--- src/rtl/flash_read_responder.sv ---
// flash_read_responder
//   Avalon-MM read-only slave standing in for the flash controller behind the
//   player's flsh_* read master. Accepts one word read at a time, stalls with
//   WAIT_CYCLES waitrequest cycles, and returns {addr[15:0], ~addr[15:0]}
//   (zero above MAX_ADDR, per-lane masked by byteenable) LATENCY cycles after
//   the accept, strobed by flsh_readdatavalid.
//
// Ports
//   clk                 in   clock, rising edge
//   reset_n             in   asynchronous active-low reset
//   flsh_read           in   read request
//   flsh_address        in   word address [ADDR_W]
//   flsh_byteenable     in   byte lanes requested [4]
//   flsh_waitrequest    out  high = request not accepted this cycle
//   flsh_readdata       out  returned word, registered, held between strobes
//   flsh_readdatavalid  out  single-cycle data strobe
//   rd_count            out  completed responses, wraps modulo 2^16
module flash_read_responder #(
   parameter int unsigned        ADDR_W      = 23,
   parameter int unsigned        WAIT_CYCLES = 1,
   parameter int unsigned        LATENCY     = 3,
   parameter logic [ADDR_W-1:0]  MAX_ADDR    = 23'h07FFFF
) (
   input  logic              clk,
   input  logic              reset_n,
   input  logic              flsh_read,
   input  logic [ADDR_W-1:0] flsh_address,
   input  logic [3:0]        flsh_byteenable,
   output logic              flsh_waitrequest,
   output logic [31:0]       flsh_readdata,
   output logic              flsh_readdatavalid,
   output logic [15:0]       rd_count
);

   typedef enum logic [1:0] {StIdle, StStall, StBusy} state_e;

   localparam logic [7:0] StallLoad = 8'((WAIT_CYCLES == 0) ? 0 : WAIT_CYCLES - 1);
   localparam logic [7:0] LatLoad   = 8'(LATENCY - 1);

   state_e            state_q, state_d;
   logic [7:0]        stall_q, stall_d;
   logic [7:0]        lat_q, lat_d;
   logic [ADDR_W-1:0] addr_q, addr_d;
   logic [3:0]        be_q, be_d;
   logic [31:0]       data_q, data_d;
   logic              valid_q, valid_d;
   logic [15:0]       cnt_q, cnt_d;
   logic              wait_req;
   logic              accept;

   function automatic logic [31:0] make_word(input logic [ADDR_W-1:0] a, input logic [3:0] be);
      logic [31:0] w;
      w = {a[15:0], ~a[15:0]};
      if (a > MAX_ADDR) w = 32'h0;
      for (int i = 0; i < 4; i++) begin
         if (!be[i]) w[8*i +: 8] = 8'h00;
      end
      return w;
   endfunction

   // Waitrequest depends on state only; no path from flsh_read.
   always_comb begin
      wait_req = 1'b1;
      unique case (state_q)
         StIdle:  wait_req = (WAIT_CYCLES != 0);
         StStall: wait_req = (stall_q != 8'd0);
         default: wait_req = 1'b1;
      endcase
   end

   assign accept = flsh_read && !wait_req;

   always_comb begin
      state_d = state_q;
      stall_d = stall_q;
      lat_d   = lat_q;
      addr_d  = addr_q;
      be_d    = be_q;
      data_d  = data_q;
      valid_d = 1'b0;
      cnt_d   = cnt_q;

      if (accept) begin
         addr_d = flsh_address;
         be_d   = flsh_byteenable;
         lat_d  = LatLoad;
         if (LATENCY == 1) begin
            // Counter is loaded with 0, so the response fires on the accept edge.
            valid_d = 1'b1;
            data_d  = make_word(flsh_address, flsh_byteenable);
            cnt_d   = cnt_q + 16'd1;
            state_d = StIdle;
         end else begin
            state_d = StBusy;
         end
      end else begin
         unique case (state_q)
            StIdle: begin
               if (flsh_read) begin
                  state_d = StStall;
                  stall_d = StallLoad;
               end
            end
            StStall: begin
               if (!flsh_read) state_d = StIdle;
               else            stall_d = stall_q - 8'd1;
            end
            StBusy: begin
               // The edge that takes the counter to 0 also issues the strobe,
               // so the strobe cycle is already IDLE.
               lat_d = lat_q - 8'd1;
               if (lat_q == 8'd1) begin
                  valid_d = 1'b1;
                  data_d  = make_word(addr_q, be_q);
                  cnt_d   = cnt_q + 16'd1;
                  state_d = StIdle;
               end
            end
            default: state_d = StIdle;
         endcase
      end
   end

   always_ff @(posedge clk or negedge reset_n) begin
      if (!reset_n) begin
         state_q <= StIdle;
         stall_q <= 8'd0;
         lat_q   <= 8'd0;
         addr_q  <= '0;
         be_q    <= 4'h0;
         data_q  <= 32'h0;
         valid_q <= 1'b0;
         cnt_q   <= 16'h0;
      end else begin
         state_q <= state_d;
         stall_q <= stall_d;
         lat_q   <= lat_d;
         addr_q  <= addr_d;
         be_q    <= be_d;
         data_q  <= data_d;
         valid_q <= valid_d;
         cnt_q   <= cnt_d;
      end
   end

   assign flsh_waitrequest   = wait_req;
   assign flsh_readdata      = data_q;
   assign flsh_readdatavalid = valid_q;
   assign rd_count           = cnt_q;

endmodule
--- config.mk ---
export PLATFORM = sky130hd
export DESIGN_NAME = flash_read_responder
export DESIGN_NICKNAME = d
export VERILOG_FILES = /design/src/rtl/flash_read_responder.sv
export SDC_FILE = /design/constraint.sdc
export NUM_CORES = 1
export LEC_CHECK = 0
export CAP_MARGIN = 0
export CORE_MARGIN = 4
export CORE_UTILIZATION = 36
export CTS_BUF_LIST = sky130_fd_sc_hd__clkbuf_8
export DETAILED_ROUTE_END_ITERATION = 12
export REMOVE_ABC_BUFFERS = 1
export SLEW_MARGIN = 20
export SYNTH_ARGS = -nofsm -noshare
export SYNTH_HDL_FRONTEND = slang
export SYNTH_SLANG_ARGS = --single-unit
--- constraint.sdc ---
create_clock -name clk -period 2.5 [get_ports clk]
set_input_delay 0.5 -clock clk [delete_from_list [all_inputs] [get_ports clk]]
set_output_delay 0.5 -clock clk [all_outputs]
set_load 0.05 [all_outputs]
==> flow_metrics.tcl <==
set metrics [dict create \
    powerDensity_nw_per_um2 851 \
    critPathMaxStageDelay_ns 0.45 \
    dr.first_iter.drc_count 108 \
    groute.usage.overall 0.138 \
    synth.distinct_cells 40 \
    fmax_mhz 396 \
    timing.final.setup_violations 1 \
    setup.worst_path.start_class "flop" \
    firstDrtPassIters 4 \
    cpMaxStageDelayCell "or4b_4" \
    postSynthAreaPerCell_um2 12.5 \
    layout.cells.non_filler 534 \
    hpwl_um 5260 \
    core_um2 10300 \
    placed_area_um2 4730 \
    dieArea_um2 12200 \
    first_global_vias 2772 \
    rr_endpoint "addr_q[3]" \
    reg2reg_depth 7 \
    rrSetupSlack_ns 0.23 \
    drive_above_1_share 0.168 \
    outcome "complete, but fails checks" \
    hold_slack_ns 0.132 \
    hold_viol 0 \
    period_share 1.01 \
    diodes 0 \
    crit_path_max_fanout 3 \
    routed_via_density 4.86 \
    synth-async-reset-ratio 1.00 \
    slew_headroom 0.596 \
    cap_viol_max_count 0 \
    cts_tree "done" \
    dp_cells 511 \
    endpoint_kind "output pin" \
    fin_worst_skew_ns 0.0118 \
    fin_ws_ns -0.0263 \
    cts_buffer_depth 2 \
    netlist_area_um2 3790 \
    cts.sinks 91 \
    grt_start_max_net_pins 52 \
    synth-seq-cells 91 \
    p_leak_nw 2.19 \
    critPathKind "reg2out" \
    via_count 2595 \
    fp-row-count 37 \
    yosys_warnings 0 \
    slew_violations 0 \
    worstMarginPinSlew_ns 0.597 \
    final_area_um2 5010 \
    synth_cells 304 \
    crit_cells 5 \
    antenna_found_initial 0 \
    avgRoutedWirePerCell_um 15.1 \
    port_buffers 76 \
    violations "setup timing" \
    hold_class "in2async" \
    crit_path_end "flsh_waitrequest" \
    nNetsFinal 428 \
    grt_first_pass_wirelength_um 13900 \
    worstPathArrival_ns 2.03 \
    h-tree-depth 3 \
    synth_edf_count 0 \
    r2r-start "stall_q[1]" \
    crit_chain "inv_2 -> ha_4 -> or4b_4 -> or4_4 -> buf_8" \
    period_needed_ns 2.53 \
    antenna_left 0 \
    cts-root-buf "clkbuf_8" \
    cp.buffers_inverters 2 \
    rsz0062_at_grt "true" \
    clk_latency_ns 0.35 \
    pre_cts_ws_ns 0.165 \
    path_delay_family "simple AND/OR/NAND/NOR gates" \
    gp_congestion 0.771 \
    holdBufCountCts 0 \
    synthFlopType "dfrtp_1" \
    drc_errors 0 \
    cts-buffers-inserted 9 \
    critical_path_required_ns 2.00 \
    boundaryPins 80 \
    fp.dieW_um 111 \
    grt-ovfl-total 0 \
    synth_seq_area_share 0.601 \
    startpoint "stall_q[1]" \
    postRouteWirelength_um 8080 \
    die_height_um 111 \
    vdd_ir_drop_max_uv 358 \
    synthToLayoutAreaGrowth_pct 32.4 \
    start_util 0.369 \
    cts.reportedPaths.clkPinSlew_ns 0.09 \
]
cells in the mapped netlist, drive strengths merged, types with 2 or more instances:
cell | count | share of area
and3 | 6 | 0.0099
dfrtp | 91 | 0.60
mux2 | 24 | 0.071
nand3 | 8 | 0.011
buf | 4 | 0.010
nor4 | 5 | 0.016
o21ai | 9 | 0.012
or3 | 2 | 0.0033
xor2 | 8 | 0.019
xnor2 | 14 | 0.032
a22o | 18 | 0.042
or4 | 3 | 0.0059
nand2b | 3 | 0.0050
nor2b | 3 | 0.0050
or3b | 2 | 0.0046
nand2 | 33 | 0.033
clkbuf | 9 | 0.0089
inv | 6 | 0.0059
o22ai | 2 | 0.0033
ha | 5 | 0.017
nand4 | 5 | 0.0083
nor2 | 12 | 0.012
o31ai | 19 | 0.038
flip-flops by register name (all words and copies together), names as in the netlist:
| name | count |
|---|---|
| stall_q | 8 |
| flsh_readdatavalid | 1 |
| be_q | 4 |
| state_q | 2 |
| lat_q | 8 |
| rd_count | 16 |
| addr_q | 20 |
| flsh_readdata | 32 |
per-stage QoR:
step	utilization	total power, mW	TNS [ns]
2_1_floorplan	-	2.81	-10.22
3_3_place_gp	0.460	3.14	0
3_5_place_dp	0.460	3.17	0
4_1_cts	0.485	4.29	-0.0705
5_1_grt	0.488	4.59	-0.109
6_report	0.488	4.27	-0.0263
cell families after synthesis:
kind of cell	share of synthesized area
compound gates	0.104
xor+xnor	0.0509
fa+ha+maj	0.0165
buf+inv	0.0251
flops	0.601
mux	0.0740
simple gates	0.128
timing repair:
action	in CTS	in global routing
endpoints found under the setup margin	1	1
gates resized for setup	5	2
pin swaps	0	2
buffers inserted	4	3
final cells by class:
class	instances	area (um2)
sequential	91	2280
tap	136	170
fill	973	5260
clock buffer	10	138
timing repair buffer	91	901
multi-input combinational	194	1440
inverter	6	22.5
clock inverter	6	70.1
metal layers:
| layer | track usage | up-vias | part of all wire |
|---|---|---|---|
| li1 | - | 1259 | - |
| met2 | 0.209 | 56 | 0.44 |
| met3 | 0.0630 | 6 | 0.078 |
| met4 | 0.0263 | 0 | 0.0073 |
| met5 | 0 | - | 0 |
| met1 | 0.183 | 1274 | 0.47 |
placed cells by master (no fill, tap or decap), types with 3 or more instances in the layout:
cell type,synthesis,final
a22o_1,18,18
and3_1,6,6
buf_4,0,14
clkbuf_8,0,10
clkdlybuf4s50_1,0,74
dfrtp_1,91,91
ha_1,5,4
inv_1,6,4
mux2_2,23,23
nand2_1,33,33
nand2b_1,3,3
nand3_1,8,7
nand4_1,5,5
nor2_1,12,12
nor2b_1,3,3
o21ai_0,9,9
o31ai_1,19,19
xnor2_1,14,14
xor2_1,8,8
report_power, final:
group,internal [mW],switching [mW],leakage [nW]
Clock,0.499,0.534,0.107
Sequential,1.79,0.264,1.21
Combinational,0.610,0.575,0.877
worst min-delay path by stage:
stage / end / slack (ns) / depth (start not counted)
3_3_place_gp: rd_count[15] / 0.46 / 1
4_1_cts: stall_q[7] / 0.14 / 1
5_1_grt: stall_q[7] / 0.15 / 1
3_5_place_dp: rd_count[15] / 0.46 / 1
2_1_floorplan: addr_q[0] / 0.20 / 0
6_report: stall_q[7] / 0.13 / 1
(Power assumes the default switching activity.)
